===== src/rtl/csr_counter_bank.sv =====
// +--------------------------------------------------------------------------+
// | csr_counter_bank: 64-bit cycle/time/instret/hpm counters with CSR access |
// | Revision: 1.0                                                            |
// +--------------------------------------------------------------------------+
`default_nettype none

module csr_counter_bank #(
  parameter int NUM_HPM = 4,
  parameter bit TIME_EN = 1'b1,
  localparam int HPM_W = (NUM_HPM > 0) ? NUM_HPM : 1
) (
  input  logic             clk,
  input  logic             rst,
  input  logic             read,
  input  logic [11:0]      read_address,
  output logic [31:0]      read_data,
  output logic             read_valid,
  output logic             read_error,
  input  logic [1:0]       write_back,
  input  logic [11:0]      write_back_address,
  input  logic [31:0]      write_back_data,
  output logic             write_error,
  input  logic             increment_instret,
  input  logic             time_tick,
  input  logic [HPM_W-1:0] hpm_event
);

  localparam logic [63:0] HPM_BITS     = ((64'd1 << NUM_HPM) - 64'd1) << 3;
  localparam logic [31:0] INHIBIT_MASK = 32'h0000_0005 | HPM_BITS[31:0];

  logic [63:0] cycle_q;
  logic [63:0] time_q;
  logic [63:0] instret_q;
  logic [63:0] hpm_q [HPM_W];
  logic [31:0] inhibit_q;

  logic [31:0] rd_value;
  logic        rd_hit;
  logic [31:0] wb_old;
  logic        wb_hit;
  logic        wb_req;
  logic        wb_ok;
  logic        wb_do;
  logic [31:0] wb_new;

  // Both the read and write-back ports decode through the same address map.
  function automatic void lookup(input logic [11:0] a, output logic [31:0] v,
                                 output logic hit);
    logic [63:0] sel;
    logic        ro;
    logic [6:0]  idx;
    v   = '0;
    hit = 1'b0;
    sel = '0;
    ro  = (a[11:8] == 4'hC);
    idx = a[6:0];
    if (a == 12'h320) begin
      v   = inhibit_q;
      hit = 1'b1;
    end else if (a[11:8] == 4'hC || a[11:8] == 4'hB) begin
      if (idx == 7'd0) begin
        sel = cycle_q;
        hit = 1'b1;
      end else if (idx == 7'd1 && ro && TIME_EN) begin
        sel = time_q;
        hit = 1'b1;
      end else if (idx == 7'd2) begin
        sel = instret_q;
        hit = 1'b1;
      end else begin
        for (int i = 0; i < NUM_HPM; i++) begin
          if (idx == 7'(i + 3)) begin
            sel = hpm_q[i];
            hit = 1'b1;
          end
        end
      end
      v = hit ? (a[7] ? sel[63:32] : sel[31:0]) : 32'h0;
    end
  endfunction

  always_comb begin
    lookup(read_address, rd_value, rd_hit);
    lookup(write_back_address, wb_old, wb_hit);
  end

  // Cxx shadows are read-only; only mapped non-Cxx addresses accept writes.
  assign wb_req = |write_back;
  assign wb_ok  = wb_hit && (write_back_address[11:8] != 4'hC);
  assign wb_do  = wb_req && wb_ok;

  always_comb begin
    wb_new = wb_old;
    case (write_back)
      2'b11:   wb_new = write_back_data;
      2'b10:   wb_new = wb_old | write_back_data;
      2'b01:   wb_new = wb_old & ~write_back_data;
      default: wb_new = wb_old;
    endcase
  end

  logic wr_cycle_lo, wr_cycle_hi, wr_instret_lo, wr_instret_hi, wr_inhibit;
  assign wr_cycle_lo   = wb_do && (write_back_address == 12'hB00);
  assign wr_cycle_hi   = wb_do && (write_back_address == 12'hB80);
  assign wr_instret_lo = wb_do && (write_back_address == 12'hB02);
  assign wr_instret_hi = wb_do && (write_back_address == 12'hB82);
  assign wr_inhibit    = wb_do && (write_back_address == 12'h320);

  always_ff @(posedge clk or negedge rst) begin
    if (!rst) begin
      cycle_q <= '0;
    end else if (wr_cycle_lo) begin
      cycle_q <= {cycle_q[63:32], wb_new};
    end else if (wr_cycle_hi) begin
      cycle_q <= {wb_new, cycle_q[31:0]};
    end else if (!inhibit_q[0]) begin
      cycle_q <= cycle_q + 64'd1;
    end
  end

  always_ff @(posedge clk or negedge rst) begin
    if (!rst) begin
      time_q <= '0;
    end else if (TIME_EN && time_tick) begin
      time_q <= time_q + 64'd1;
    end
  end

  always_ff @(posedge clk or negedge rst) begin
    if (!rst) begin
      instret_q <= '0;
    end else if (wr_instret_lo) begin
      instret_q <= {instret_q[63:32], wb_new};
    end else if (wr_instret_hi) begin
      instret_q <= {wb_new, instret_q[31:0]};
    end else if (increment_instret && !inhibit_q[2]) begin
      instret_q <= instret_q + 64'd1;
    end
  end

  generate
    if (NUM_HPM > 0) begin : g_hpm
      for (genvar g = 0; g < NUM_HPM; g++) begin : g_cnt
        localparam logic [11:0] LO_ADDR = 12'hB03 + 12'(g);
        localparam logic [11:0] HI_ADDR = 12'hB83 + 12'(g);
        logic wr_lo, wr_hi;
        assign wr_lo = wb_do && (write_back_address == LO_ADDR);
        assign wr_hi = wb_do && (write_back_address == HI_ADDR);
        always_ff @(posedge clk or negedge rst) begin
          if (!rst) begin
            hpm_q[g] <= '0;
          end else if (wr_lo) begin
            hpm_q[g] <= {hpm_q[g][63:32], wb_new};
          end else if (wr_hi) begin
            hpm_q[g] <= {wb_new, hpm_q[g][31:0]};
          end else if (hpm_event[g] && !inhibit_q[3+g]) begin
            hpm_q[g] <= hpm_q[g] + 64'd1;
          end
        end
      end
    end else begin : g_no_hpm
      assign hpm_q[0] = '0;
    end
  endgenerate

  always_ff @(posedge clk or negedge rst) begin
    if (!rst) begin
      inhibit_q <= '0;
    end else if (wr_inhibit) begin
      inhibit_q <= wb_new & INHIBIT_MASK;
    end
  end

  always_ff @(posedge clk or negedge rst) begin
    if (!rst) begin
      read_data   <= '0;
      read_valid  <= 1'b0;
      read_error  <= 1'b0;
      write_error <= 1'b0;
    end else begin
      read_valid  <= read;
      read_error  <= read && !rd_hit;
      write_error <= wb_req && !wb_ok;
      if (read) begin
        read_data <= rd_value;
      end
    end
  end

endmodule

`default_nettype wire

===== config.mk =====
export PLATFORM = sky130hd
export DESIGN_NAME = csr_counter_bank
export DESIGN_NICKNAME = d
export VERILOG_FILES = /design/src/rtl/csr_counter_bank.sv
export SDC_FILE = /design/constraint.sdc
export NUM_CORES = 2
export LEC_CHECK = 0
export CELL_PAD_IN_SITES_DETAIL_PLACEMENT = 0
export CELL_PAD_IN_SITES_GLOBAL_PLACEMENT = 1
export CORE_ASPECT_RATIO = 0.8
export CORE_MARGIN = 4
export CORE_UTILIZATION = 39
export CTS_CLUSTER_DIAMETER = 50
export CTS_CLUSTER_SIZE = 40
export DETAILED_ROUTE_END_ITERATION = 7
export PLACE_DENSITY = 0.75
export SLEW_MARGIN = 15
export SYNTH_ARGS = -nofsm -noshare
export SYNTH_HDL_FRONTEND = slang
export SYNTH_SLANG_ARGS = --single-unit

===== constraint.sdc =====
create_clock -name clk -period 4.7 [get_ports clk]
set_clock_uncertainty 0.05 [all_clocks]
set_input_delay 0.705 -clock clk [delete_from_list [all_inputs] [get_ports clk]]
set_output_delay 0.705 -clock clk [all_outputs]
set_load 0.01 [all_outputs]

After elaboration in Yosys (flattened, before gate mapping):

Cells that the tools add are included.

* bits of input ports: 67
* register bits after elaboration: 489
* output and inout port bits: 35
* logic and storage cells: 197

* muxes and demuxes: 63
* bitwise logic cells: 9
* reduce and logical (&&, ||, !) cells: 58
* add/subtract/negate cells: 7
* eq/ne operators: 42

Operator list (count)
* 64-bit 2-to-1 mux: 26
* 64-bit by 1-bit adder with 64-bit output (second input constant): 7
* 32-bit 2-to-1 mux: 14
* 12-bit == test (second input constant): 12
* 32-bit case mux with 3 select lines: 1
* 7-bit by 3-bit == test with 1-bit output (second input constant): 6
* 32-bit AND: 1
* 32-bit NOT: 1
* 32-bit bitwise OR: 1
* 7-bit by 2-bit == test with 1-bit output (second input constant): 4
* 12-bit by 10-bit == test with 1-bit output (second input constant): 2
* 1-bit logical AND: 24
* 2-bit AND reduction: 12
* 1-bit 2-to-1 mux: 22
* 2-bit nonzero test: 10
* 4-bit == test (second input constant): 4
* 7-bit by 1-bit == test with 1-bit output (second input constant): 2
* 7-bit logical NOT: 2
* 2-bit != test (second input constant): 6
* 1-bit logical NOT: 7
* 1-bit NOT: 6
* 2-bit == test (second input constant): 2
* 2-bit by 1-bit != test with 1-bit output (second input constant): 2
* 4-bit != test (second input constant): 1
* other kinds (3): 4

Depth between registers and ports, before layout:

* word-level depth: 17
* mapped depth: 13
* depth with buffers taken out: 8

Least setup slack after synthesis:

No wires, ideal clock.

* kind: input-to-reg
* start point: input write_back_address[0]
* end point: register cycle_q[45]
* path buffers: 3
* required time: 4563 ps
* stages on the path: 9
* data arrival time: 2750 ps
* setup slack: 1813 ps
* setup time: 87 ps
* path through: buf_2 > or4b_1 > clkbuf_1 > nor2_2 > a221oi_1 > or4_1 > a311o_1 > buf_2 > a22oi_1

* cells in the longest elaborated chain, start to end: 17
* elaborated cells between the ends (all ways): 44
* classes of those cells: eq/ne (10); mux (24); bitwise (3); reduce/logical (7)

RTL lines
* from (decl): line 20 `input logic [11:0] write_back_address,`
* parallel branches: the longest is 17 deep, another holds 32-bit 2-to-1 mux
* to (signal assigned): line 113 `cycle_q <= {cycle_q[63:32], wb_new};`
* to (signal assigned): line 115 `cycle_q <= {wb_new, cycle_q[31:0]};`
* to (signal assigned): line 117 `cycle_q <= cycle_q + 64'd1;`
* to (decl): line 31 `logic [63:0] cycle_q;`

Parallel ways; which one is timed is not known. The select of a mux whose other input is x is not followed.
A chain may end at the register's enable or synchronous reset.

Final worst setup path:

* start point: input write_back_address[5]
* end point: register cycle_q[30]

* cells in the longest elaborated chain, start to end: 17
* elaborated cells between the ends (all ways): 44
* classes of those cells: eq/ne (11); mux (24); bitwise (2); reduce/logical (7)

RTL lines
* parallel branches: the longest is 17 deep, another holds 32-bit 2-to-1 mux

Parallel ways; which one is timed is not known. The select of a mux whose other input is x is not followed.

==> results.yml <==
min_path:
  min_path_type: "input pin to async pin"
global_routing:
  antenna_found_initial: 7
  gr-total-overflow: 0
  grt_pass1_vias: 36423
  grt_pass1_wl_um: 310000
  grt_max_degree: 87
  grtUsageTotal_pct: 46.6
route:
  drt-met1-wl_um: 90900
  wl_um: 229000
  wl_met3_um: 30400
  vias_per_cell: 7.15
  dr.pass1.iters: 8
  highest_layer: "met4"
  ant_nets: 0
  wire_per_inst_um: 40.4
  routed-wl-met2_um: 89900
  drt-initial-drc-count: 7160
  vias: 40636
  route.detailed.drc: 18
synth:
  synthArstFlopShare_pct: 100
  netlist.top_cell.by_area: "dfrtp_1"
  synth.avg_cell_area_um2: 8.30
  ys_types: 103
  synth_top_area_share_pct: 34.7
  postSynthCellCount: 4248
  syn_nets: 4322
  synthTopCellsByArea: "dfrtp_1 (35%), mux2i_1 (4.6%), xnor2_1 (4.5%), nand2_1 (4.3%), o21ai_0 (4.1%)"
  synth-main-ff-cell: "dfrtp_1"
  yosysSeqAreaShare_pct: 34.7
  synth_edf_count: 0
  yosys_warnings: 0
  ys_seq_elements: 489
  netlist_area_mm2: 0.0352
placed_design:
  dp.cells: 5534
  dp_hpwl_um: 177000
  gp_congestion: 1.10
  portBuffers: 101
pwr:
  power.leakage_nw: 16.6
  peakVddDrop_uv: 280
  power.density_mw_per_mm2: 308
setup_path:
  critPathKind: "input pin to flip-flop"
  r2r-start: "hpm_q[97]"
  worstPathCellList: "clkdlybuf4s50_1, nor4_4, buf_4, nand2_1, a21oi_1, buf_4, o311ai_0, buf_4, o211ai_1, buf_4, o21ai_1"
  path_delay_family: "buffers and inverters"
  cp_common_cell: "buf_4"
  r2r_cells: 7
  cp.arrival_ns: 4.57
  path_max_fanout: 7
  r2r_slack_ns: 0.84
  slowest_stage: "nor4_4"
  cp_data_required_time_ns: 5.11
  cp.buffers_inverters: 5
  critical_path.max_stage_delay_ns: 0.77
  start_kind: "input pin"
  critPathCaptureType: "flip-flop"
  startpoint: "write_back_address[5]"
  r2r-end: "hpm_q[126]"
floorplan:
  design.core.area_mm2: 0.0895
  initial_core_util_pct: 39.4
  fp-row-count: 98
  die_area_mm2: 0.0953
  die_w_um: 344
  io_pins: 102
  die_h_um: 277
sta:
  slew_violations: 0
  rsz0062_at_grt: "no"
  final.setup.tns_ns: 0
  setup_violations: 0
  hold_ws_ns: 0.0653
  hold_violations: 0
  period_needed_ns: 4.16
  worst_slew_pin_slew_ns: 1.35
  max_freq_mhz: 241
  finalCritPeriodShare_pct: 88.4
  max_slew_margin_pct: 9.15
final_layout:
  multi_input_area_mm2: 0.0214
  nFillCells: 8809
  nets: 4486
  drive_gt1_share_pct: 13.0
  syn_to_final_growth_pct: 19.4
  layout_common_cells: "dfrtp_1 (489), nand2_1 (404), buf_4 (302)"
  final-seq-area_mm2: 0.0122
  layout.cells.non_filler: 5681
  mostFrequentLayoutCell: "dfrtp_1"
clocking:
  cts-htree-levels: 3
  clk_pin_slew_worst_paths_ns: 0.07
  cts_sinks: 489
  tritoncts: "yes"
  cts_made_buffers: 76
  cts_root_buffer: "clkbuf_16"
  ctsHoldBuffers: 0
  clk_path_buf_depth: 3
  postCtsSetupBuffers: 0
  clk-insertion-delay-late_ns: 0.66
  cts_resized: 0
flow_run:
  maxCapViolCount: 0
outcome:
  status: "complete, but fails checks"
  violations: "design-rule violations"
cells in the mapped netlist, types with 54 or more instances:
library cell,number
a221oi_1,73
o21ai_0,288
o22ai_1,69
buf_2,87
xor2_1,131
o211ai_1,54
mux2i_1,162
nor3_1,135
inv_1,80
and3_1,83
nand2_1,404
clkbuf_1,219
a21oi_1,271
nor2_1,301
nand3_1,214
xnor2_1,181
a22oi_1,63
nand4_1,146
dfrtp_1,489
metrics by stage:
stage / setup WS, ns / area [um^2] / utilization, % / power, mW
after floorplan: 1.81 / 35200 / - / 5.61
after global placement: 0.0625 / 39300 / 43.9 / 6.69
after detailed placement: 0.204 / 39300 / 43.9 / 6.68
after CTS: 0.850 / 42100 / 47.0 / 12.9
after global routing: 0.652 / 42100 / 47.0 / 13.2
final: 0.544 / 42100 / 47.0 / 13.0
worst register-to-register path: stages, from the launching register on:
cell and delay (ns):
dfrtp_1 0.61, nand4_1 0.24, nor4_1 0.88, nand4_1 0.57, or3_1 0.73, or3_1 0.45, nand3_1 0.09, o221ai_1 0.11
per-layer routing:
layer | up-vias | global-route usage [%]
li1 | 16363 | -
met1 | 20014 | 64.2
met2 | 3474 | 63.1
met3 | 785 | 14.7
met4 | 0 | 28.2
met5 | - | 0
power by group:
group | internal [mW] | switching (mW) | leakage (nW)
Combinational | 0.598 | 1.18 | 8.85
Sequential | 4.42 | 0.535 | 6.47
Clock | 3.63 | 2.58 | 1.32
worst max-delay path by stage:
stage / endpoint / cells after the start / slack [ns]
final: cycle_q[30] / 11 / 0.54
after global routing: cycle_q[30] / 11 / 0.65
after CTS: instret_q[36] / 11 / 0.85
after detailed placement: hpm_q[100] / 11 / 0.20
after global placement: hpm_q[100] / 11 / 0.06
after floorplan: cycle_q[45] / 9 / 1.81
flip-flops by register name (all words and copies together), names as in the netlist:
signal / cells
instret_q: 64
read_data: 32
hpm_q: 256
cycle_q: 64
read_valid: 1
write_error: 1
time_q: 64
inhibit_q: 6
read_error: 1
area by class of cell:
cell class / count / share of cell area, %
antenna: 7 / 0.0416
clock inverter: 55 / 1.62
inverter: 80 / 0.714
sequential: 489 / 29.1
multi-input combinational: 3331 / 50.8
timing repair buffer: 434 / 9.29
clock buffer: 85 / 4.85
tap: 1200 / 3.57
logic make-up after synthesis:
kind of cell	after synthesis	synth area share (%)
AND/OR/NAND/NOR	1582	23.1
AO/OA/AOI/OAI	1253	24.0
flip-flops	489	34.7
buffers and inverters	428	5.11
XOR/XNOR	313	7.80
multiplexers	176	5.05
adder cells (fa/ha/maj)	7	0.248
Note: power is estimated with default switching activity, not from simulation.
